**config.mk**
```make
export PLATFORM = sky130hd
export DESIGN_NAME = fop_sweep
export DESIGN_NICKNAME = d
export VERILOG_FILES = /design/src/rtl/fop_sweep.sv
export SDC_FILE = /design/constraint.sdc
export NUM_CORES = 1
export LEC_CHECK = 0
export BUFFER_PORTS_ARGS = -buffer_cell sky130_fd_sc_hd__buf_4
export CORE_MARGIN = 4
export CORE_UTILIZATION = 57
export DETAILED_ROUTE_END_ITERATION = 7
export GPL_TIMING_DRIVEN = 0
export MAX_ROUTING_LAYER = met4
export PLACE_DENSITY = 0.87
export SLEW_MARGIN = 20
export SYNTH_ARGS = -nofsm -noshare
export SYNTH_HDL_FRONTEND = slang
export SYNTH_SLANG_ARGS = --single-unit
```
**constraint.sdc**
```tcl
create_clock -name clk -period 2.7 [get_ports clk]
set_input_delay 0.54 -clock clk [delete_from_list [all_inputs] [get_ports clk]]
set_output_delay 0.54 -clock clk [all_outputs]
set_load 0.02 [all_outputs]
```
**src/rtl/fop_sweep.sv**
```systemverilog
// Truth-table sweeper: steps a code through 0..2**n-1 into an external
// function block, capturing its output into tt and counting the ones seen.
module fop_sweep #(
  parameter int n = 4
) (
  input  logic              clk,
  input  logic              rst,
  input  logic              start,
  output logic [n-1:0]      code,
  input  logic              f,
  output logic              busy,
  output logic              done,
  output logic [2**n-1:0]   tt,
  output logic [n:0]        ones,
  output logic [1:0]        o_dbg_state
);

  typedef enum logic [1:0] {
    S_IDLE  = 2'd0,
    S_SWEEP = 2'd1,
    S_DONE  = 2'd2
  } state_t;

  localparam logic [n-1:0] LAST_CODE = '1;

  state_t            r_state;
  logic [n-1:0]      r_code;
  logic              r_busy;
  logic              r_done;
  logic [2**n-1:0]   r_tt;
  logic [n:0]        r_ones;
  logic [n:0]        w_f_ext;

  assign w_f_ext = {{n{1'b0}}, f};

  always_ff @(posedge clk) begin
    if (rst) begin
      r_state <= S_IDLE;
      r_code  <= '0;
      r_busy  <= 1'b0;
      r_done  <= 1'b0;
      r_tt    <= '0;
      r_ones  <= '0;
    end else begin
      case (r_state)
        S_IDLE: begin
          if (start) begin
            r_state <= S_SWEEP;
            r_busy  <= 1'b1;
            r_code  <= '0;
            r_tt    <= '0;
            r_ones  <= '0;
          end
        end
        S_SWEEP: begin
          // f is combinational on the code presented this cycle
          r_tt[r_code] <= f;
          r_ones       <= r_ones + w_f_ext;
          if (r_code == LAST_CODE) begin
            r_code  <= '0;
            r_busy  <= 1'b0;
            r_done  <= 1'b1;
            r_state <= S_DONE;
          end else begin
            r_code <= r_code + 1'b1;
          end
        end
        S_DONE: begin
          r_done  <= 1'b0;
          r_state <= S_IDLE;
        end
        default: begin
          r_state <= S_IDLE;
          r_busy  <= 1'b0;
          r_done  <= 1'b0;
          r_code  <= '0;
        end
      endcase
    end
  end

  assign code        = r_code;
  assign busy        = r_busy;
  assign done        = r_done;
  assign tt          = r_tt;
  assign ones        = r_ones;
  assign o_dbg_state = r_state;

endmodule

```
; ---- Word level (Yosys, flattened, before mapping)
; Cells that the tools add are included.
[totals]
ff_bits = 29
latchBits = 0
mem_bits_rw = 0
rom_bits = 0
output_inout_bits = 29
wordCells = 43
n_memories = 0
[classes]
add_sub_neg = 2
n_mul = 0
div = 0
n_lt_le_gt_ge = 2
n_eq_ne = 5
shift = 0
muxes = 18
bitwise_logic = 2
reduce_logical = 8
[op_table]
columns = operator, n
row1 = $pmux W16 S2, 1
row2 = $bwmux W16, 1
row3 = $mux W16, 1
row4 = $pmux W4 S3, 1
row5 = $pmux W5 S2, 1
row6 = $mux W4, 2
row7 = $reduce_and A2 Y1, 4
row8 = $add A5 B1 Y5, 1
row9 = $lt A4 B5 Y1 const B, 1
row10 = $mux W5, 1
row11 = $add A4 B1 Y4 const B, 1
row12 = $demux W1 S4, 1
row13 = $eq A4 B4 Y1 const B, 1
row14 = $ge A4 B1 Y1 const B, 1
row15 = $mux W1, 4
row16 = $mux W2, 2
row17 = $ne A2 B2 Y1 const B, 2
row18 = $pmux W2 S2, 1
row19 = $pmux W1 S3, 1
row20 = $reduce_and A3 Y1, 1
row21 = $eq A2 B1 Y1 const B, 1
row22 = $eq A2 B2 Y1 const B, 1
row23 = $logic_not A2 Y1, 1
row24 = $not A1 Y1, 2
row25 = 3 further kinds, 3

; ---- Longest topological paths before layout
; Gate-level depths: netlist of the first run.
[logic_depth]
depth_word = 6
mapped_depth = 6

; ---- Worst setup path after synthesis of the first run
; OpenSTA, ideal clock, no wires.
[synth_path]
kind = input port to flip-flop
from = in f
to = reg r_ones[4] (netlist: ones[4])
t_arrival_ns = 1.338
t_required_ns = 2.579
setup_slack_ns = 1.241
path_stages = 4
n_path_buf = 0
cell_sequence = ha_1 > ha_1 > nand4_4 > mux2_4
[synth_between]
elab_chain_len = 2
[synth_lines]
columns = item, line
row1 = start: declaration, 10  ; input logic f,
row2 = $add A5 B1 Y5, 58  ; r_ones <= r_ones + w_f_ext;
row3 = $pmux W5 S2, 45  ; case (r_state)
row4 = end signal: assignment, 58
row5 = end: declaration, 31  ; logic [n:0] r_ones;
; No other way between the ends.
; A chain may end at the register's enable or synchronous reset.

; ---- Worst setup path in the final report of the first run
[layout_path]
from = reg r_code[0] (netlist: code[0])
to = reg r_tt[12] (netlist: tt[12])
[layout_between]
elab_chain_len = 6
[layout_lines]
columns = item, line
row1 = start: declaration, 27  ; logic [n-1:0] r_code;
row2 = start signal: assignment, 65  ; r_code <= r_code + 1'b1;
row3 = $lt A4 B5 Y1 (not written as such) / $ge A4 B1 Y1 (equally long branches), 57  ; r_tt[r_code] <= f;
row4 = $logic_and A1 B1 Y1 (not written as such), 57
row5 = $mux W1 (not written as such), 57
row6 = $demux W1 S4 *, 57
row7 = $bwmux W16 *, 57
row8 = $pmux W16 S2 *, 45
row9 = end signal: assignment, 42  ; r_tt <= '0;
row10 = end signal: assignment, 51  ; r_tt <= '0;
row11 = end signal: indexed assignment, 57
row12 = end: declaration, 30  ; logic [2**n-1:0] r_tt;
; Mark *: on every way between the ends. The rest lies on a longest branch, timed or not.

==> run metrics, run 1 <==
endpoint with the worst hold slack=done; global routing usage summed across all routing layers=0.233; count of input and output buffers=31; gr ovfl total=0; time the final worst path needs with I/O delays and setup=1.56 ns; Max-cap violations=0; dominant cells by area after synthesis=dfxtp_1, a31o_1, ha_1; most used standard cells in the synthesized netlist=dfxtp_1, a31o_1, nand3_1; final worst-path setup slack=1.14 ns; kind of launch point of the worst setup path=flip-flop; final critical-path share of the clock period=0.578; capturing element type of the critical path=flip-flop; layout net count=200; Ports=33; post-CTS setup buffers=0; Critical R2R Capture=tt[12]; total of flip-flops plus latches after synthesis=29; worst setup path class=reg -> reg; Syn Inst Count=152; latest clock arrival within the worst-skew pair=0.34 ns; clk sinks=29; worst voltage drop across the vdd grid=0.408 mV; power after layout=0.786 mW; proportion of layout cells with a drive suffix above 1=0.288; effective utilization at floorplan=0.596; CTS H-tree depth=2; CP required=2.94 ns; mean routed wirelength per cell=16.0 um; top-count cell post-synth=dfxtp_1; final standard cell utilization of the core=0.725; via count of the first global-routing pass=1282; post-route setup TNS=0 ns; arrival time worst endpoint=1.80 ns; deepest clock path buffer count=2; count of distinct cell types in the synthesized netlist=43; timing startpoint of the critical path=code[0]; count of final hold-check violations=0; start of the worst register-to-register path=code[0]; overall die width=58.9 um; placement-stage worst setup slack=1.04 ns; area of the mapped netlist=0.00148 mm^2; number of nets with antenna violations after routing=0; # resized after CTS=0; area share of the largest cell type after synthesis=0.393; number of placement rows=18; Core Region=0.00248 mm^2; # fillers=201; Antenna Cells=0; FMAX=0.641 GHz; Net Sw Power=0.214 mW; number of cells on the worst hold path=2; DRT Pass-1 Iters=4; cts-stage hold buffer count=0; wire length of the first global-routing pass=5920 um; Warnings, synthesis=0; Inst Count DP=213; average footprint of a synthesized cell=9.72 um^2; depth of the worst register-to-register path=5; slack of the worst reg-to-reg path=1.14 ns; DRC violation count after routing=0; vertical extent of the die=58.9 um; Placer Congestion=0.946; leakage power total=0.754 nW; clock share of power=0.323; worst min-delay path startpoint=done; sequential share of power=0.559; synthesized netlist net count=162; Root Buffer=clkbuf_4; clock-pin slew on the worst setup and hold paths=0.09 ns; Worst-Margin Slew=0.445 ns; post-synthesis async set-or-reset flop share=0; internal power contribution=0.572 mW; number of flops mapped to enable cells by yosys=0; sequential element share of the synthesized area=0.393; switching power as a share of total power=0.272; classification of the worst-slack hold path=reg -> reg; final non-filler cell total=221; setup repair after global routing missed its margin=false; number of antenna violations at the first check in global routing=0; outcome=completed; combinational power share=0.118; maximum number of pins on one net before global-route repair=11; cell taking the most area after synthesis=dfxtp_1; setup skew after layout=0.00982 ns; Final setup viols=0; routed via count divided by cell count=6.04; Total Routed Length=3530 um; half-perimeter wire length of the detailed placement result=2610 um; tightest slew margin relative to the limit=0.703; detailed-route via count=1335; Pwr per Cell Area=438 mW/mm^2; CTS tree=done; Die Footprint=0.00347 mm^2; number of violations reported at the end of detailed-routing iteration 0=57; max-slew violations=0; dominant register cell in the synthesized netlist=dfxtp_1; area growth from synthesis to layout=21.6%; CTS Buf Count=5; largest driver fanout on the critical path=5
metal layers:
| layer | GRT usage | vias to the layer above | part of all wire |
|---|---|---|---|
| met2 | 0.358 | 50 | 0.48 |
| met3 | 0.0724 | 10 | 0.058 |
| met1 | 0.283 | 628 | 0.44 |
| met5 | - | - | 0 |
| li1 | - | 647 | - |
| met4 | 0.0939 | 0 | 0.027 |
placed cells by master (no fill, tap or decap), types with 4 or more instances in the layout:
| cell type | count |
|---|---|
| buf_4 | 32 |
| dfxtp_1 | 29 |
| a31o_1 | 15 |
| nand3_1 | 13 |
| nor3_1 | 11 |
| nor2_1 | 7 |
| ha_1 | 6 |
| nand2b_1 | 5 |
| clkbuf_4 | 5 |
| inv_1 | 4 |
| buf_2 | 4 |
| buf_6 | 4 |
| nand3b_1 | 4 |
| nor4_1 | 4 |
state kept, by name, indices dropped and copies added (netlist names):
| register | flops |
|---|---|
| tt | 16 |
| ones | 5 |
| code | 4 |
| o_dbg_state | 2 |
| busy | 1 |
| done | 1 |
metrics by stage:
stage	area [um^2]	hold slack, ns
after floorplan	1480	0.547
after global placement	1750	0.462
after detailed placement	1750	0.468
after CTS	1800	0.484
after global routing	1800	0.510
final	1800	0.484
power groups by stage:
stage                     Clock (mW)  Combinational, mW  Sequential (mW)
after global placement             0             0.0891            0.449
after CTS                      0.255             0.0928            0.439
final                          0.254             0.0930            0.439
after detailed placement           0             0.0923            0.449
after floorplan                    0             0.0562            0.456
after global routing           0.277              0.100            0.441
worst max path at each step:
stage / slack, ns / endpoint
finish: 1.14 / tt[12]
detailed placement: 1.04 / tt[11]
floorplan: 1.24 / ones[4]
global route: 1.04 / tt[12]
global placement: 1.08 / ones[4]
CTS: 1.14 / tt[12]
cell type report:
cell class,instances,area [um^2],area share
tap,30,37.5,0.0209
clock buffer,8,48.8,0.0272
timing repair buffer,31,233,0.130
buffer,11,91.3,0.0508
multi-input combinational,108,791,0.440
inverter,4,15.0,0.00836
sequential,29,581,0.323
worst max-delay path, stage by stage (launching register included):
cell	delay, ns
dfxtp_1	0.36
inv_1	0.14
ha_1	0.26
nand3b_1	0.22
or2_0	0.28
a31o_1	0.21
cell families after synthesis:
group           after synthesis  share of synthesized area
flops                        29                      0.393
fa+ha+maj                     6                     0.0508
mux                           2                     0.0178
simple gates                 69                      0.293
compound gates               31                      0.174
buf+inv                      15                     0.0720
Note: power is estimated with default switching activity, not from simulation.
==> run 2, diff against run 1 <==
--- a/config.mk
+++ b/config.mk
@@ -5,13 +5,14 @@
 export SDC_FILE = /design/constraint.sdc
 export NUM_CORES = 1
 export LEC_CHECK = 0
+export ABC_AREA = 1
 export BUFFER_PORTS_ARGS = -buffer_cell sky130_fd_sc_hd__buf_4
 export CORE_MARGIN = 4
-export CORE_UTILIZATION = 57
+export CORE_UTILIZATION = 47
 export DETAILED_ROUTE_END_ITERATION = 7
 export GPL_TIMING_DRIVEN = 0
 export MAX_ROUTING_LAYER = met4
-export PLACE_DENSITY = 0.87
+export PLACE_DENSITY = 0.78
 export SLEW_MARGIN = 20
 export SYNTH_ARGS = -nofsm -noshare
 export SYNTH_HDL_FRONTEND = slang
==> constraint.sdc (replaced) <==
create_clock -name clk -period 1.4 [get_ports clk]
set_input_delay 0.28 -clock clk [delete_from_list [all_inputs] [get_ports clk]]
set_output_delay 0.28 -clock clk [all_outputs]
set_load 0.02 [all_outputs]
==> run metrics, run 2 <==
outcome=completed (unchanged); number of violations reported at the end of detailed-routing iteration 0=91 (was 57); clk sinks=29 (unchanged); post-CTS setup buffers=0 (unchanged); area share of the largest cell type after synthesis=0.415 (was 0.393); routed via count divided by cell count=5.28 (was 6.04); proportion of layout cells with a drive suffix above 1=0.240 (was 0.288); arrival time worst endpoint=1.52 ns (was 1.80 ns); synthesized netlist net count=200 (was 162); half-perimeter wire length of the detailed placement result=2440 um (was 2610 um); FMAX=0.756 GHz (was 0.641 GHz); Cell Area, Placed=0.00167 mm^2 (was 0.00175 mm^2); worst setup path class=reg -> reg (unchanged); Non-Filler Cell Area, Final=0.00173 mm^2 (was 0.00180 mm^2); number of nets with antenna violations after routing=0 (unchanged); final standard cell utilization of the core=0.617 (was 0.725); Final setup viols=0 (unchanged); setup repair after global routing missed its margin=true (was false); Core Region=0.00281 mm^2 (was 0.00248 mm^2); Critical R2R Capture=code[3] (was tt[12]); Die Footprint=0.00391 mm^2 (was 0.00347 mm^2); global routing usage summed across all routing layers=0.182 (was 0.233); Placer Congestion=0.893 (was 0.946); clock-pin slew on the worst setup and hold paths=0.08 ns (was 0.09 ns); Pwr per Cell Area=884 mW/mm^2 (was 438 mW/mm^2); number of flops mapped to enable cells by yosys=0 (unchanged); CTS H-tree depth=2 (unchanged); slack of the worst reg-to-reg path=0.08 ns (was 1.14 ns); detailed-route via count=1372 (was 1335); wire length of the first global-routing pass=5520 um (was 5920 um); Worst-Margin Slew=0.470 ns (was 0.445 ns); worst voltage drop across the vdd grid=0.557 mV (was 0.408 mV); kind of launch point of the worst setup path=flip-flop (unchanged); count of distinct cell types in the synthesized netlist=23 (was 43); dominant register cell in the synthesized netlist=dfxtp_1 (unchanged); Warnings, synthesis=0 (unchanged); capturing element type of the critical path=flip-flop (unchanged); sequential element share of the synthesized area=0.415 (was 0.393); time the final worst path needs with I/O delays and setup=1.32 ns (was 1.56 ns); depth of the worst register-to-register path=6 (was 5); area growth from synthesis to layout=23.7% (was 21.6%); placement-stage worst setup slack=-0.0212 ns (was 1.04 ns); deepest clock path buffer count=2 (unchanged); number of cells on the worst hold path=3 (was 2); mean routed wirelength per cell=12.8 um (was 16.0 um); worst hold slack across all endpoints=0.289 ns (was 0.484 ns); most used standard cells in the synthesized netlist=nand2_1, nand3_1, dfxtp_1 (was dfxtp_1, a31o_1, nand3_1); DRT Pass-1 Iters=4 (unchanged); Ports=33 (unchanged); DRC violation count after routing=0 (unchanged); dominant cells by area after synthesis=dfxtp_1, nand3_1, nand2_1 (was dfxtp_1, a31o_1, ha_1); CTS tree=done (unchanged); latest clock arrival within the worst-skew pair=0.33 ns (was 0.34 ns); total of flip-flops plus latches after synthesis=29 (unchanged); overall die width=62.6 um (was 58.9 um); gr ovfl total=0 (unchanged); classification of the worst-slack hold path=in -> reg (was reg -> reg); via count of the first global-routing pass=1193 (was 1282); effective utilization at floorplan=0.499 (was 0.596); Antenna Cells=0 (unchanged); timing startpoint of the critical path=code[0] (unchanged); setup skew after layout=0.00751 ns (was 0.00982 ns); tightest slew margin relative to the limit=0.685 (was 0.703); Total Routed Length=3320 um (was 3530 um); number of flip-flops under the largest register name=16 (unchanged); CTS Buf Count=5 (unchanged); average footprint of a synthesized cell=7.36 um^2 (was 9.72 um^2); leakage power total=0.690 nW (was 0.754 nW); Max-cap violations=0 (unchanged); final critical-path share of the clock period=0.945 (was 0.578); top-count cell post-synth=nand2_1 (was dfxtp_1); area of the mapped netlist=0.00140 mm^2 (was 0.00148 mm^2); cts-stage hold buffer count=0 (unchanged); most frequent cells in the layout=nand2_1, buf_4, nand3_1, dfxtp_1, a21oi_1 (was buf_4, dfxtp_1, a31o_1, nand3_1, nor3_1); most common cell after layout, fill and taps aside=nand2_1 (was buf_4); layout net count=238 (was 200); final worst-path setup slack=0.0768 ns (was 1.14 ns); count of final hold-check violations=0 (unchanged); endpoint with the worst hold slack=tt[3] (was done); number of antenna violations at the first check in global routing=0 (unchanged); maximum number of pins on one net before global-route repair=11 (unchanged); vertical extent of the die=62.6 um (was 58.9 um); post-route setup TNS=0 ns (unchanged); largest driver fanout on the critical path=7 (was 5); max-slew violations=0 (unchanged); worst min-delay path startpoint=f (was done); Root Buffer=clkbuf_4 (unchanged); CP required=1.60 ns (was 2.94 ns); Syn Inst Count=190 (was 152); cell taking the most area after synthesis=dfxtp_1 (unchanged); count of input and output buffers=31 (unchanged); post-synthesis async set-or-reset flop share=0 (unchanged); start of the worst register-to-register path=code[0] (unchanged); number of placement rows=19 (was 18)
[run 2: cell count changes after synthesis, moves of 7 or more]
cell     before  now
a21oi_1       3   21
nor2_1        7   18
and2_1        0    7
nand3_1      13   31
nand2_1       3   34
nor3_1       11    0
a31o_1       15    0
[run 2: area by class of cell]
cell class / count / area [um^2]
sequential: 29 / 582
fill: 270 / 1070
inverter: 14 / 52.6
clock buffer: 8 / 48.8
timing repair buffer: 31 / 233
buffer: 9 / 48.8
multi-input combinational: 138 / 727
tap: 31 / 38.8
[run 2: through the flow]
step           cells  total power [mW]
3_3_place_gp     252              1.06
6_report         260              1.53
3_5_place_dp     252              1.07
4_1_cts          260              1.54
5_1_grt          260              1.60
2_1_floorplan    190             0.998
[run 2: cell families (layout without fill, tap and decap cells)]
group / count (synthesis) / count (layout) / synth area share
AOI/OAI and AO/OA: 32 / 32 / 0.114
adders and majority gates: 6 / 6 / 0.0537
and+or+nand+nor: 100 / 100 / 0.344
buffers and inverters: 23 / 62 / 0.0724
DFF: 29 / 29 / 0.415
[run 2: report_power, final]
group          internal, mW  switching, mW  total [mW]
Combinational        0.0657          0.132       0.197
Clock                 0.200          0.281       0.481
Sequential            0.838         0.0144       0.852
[run 2: worst max-delay path by stage]
stage               cells past startpoint      end  slack (ns)
finish                                  6  code[3]        0.08
global route                            6  code[3]       -0.04
CTS                                     6  code[3]        0.03
detailed placement                      6  code[3]       -0.02
global placement                        6  code[3]        0.03
floorplan                               6  code[3]        0.07
[run 2: worst max-delay path: stages, from the launching register on]
cell and delay [ns]:
dfxtp_1 0.44, ha_2 0.30, nand3_1 0.13, nand2_1 0.15, inv_1 0.05, nand3_1 0.06
a21oi_1 0.06
[run 2: repair_timing]
| item | in CTS | in global routing |
|---|---|---|
| endpoints found under the setup margin | 2 | 8 |
| resized for setup | 1 | 4 |
| gates cloned | 0 | 0 |
[run 2: layer usage]
layer,vias to the layer above,global-route usage,wire length [um]
met5,-,-,0
met3,6,0.0594,241
met4,0,0.0496,41
met1,616,0.219,1490
met2,44,0.292,1550
li1,706,-,-
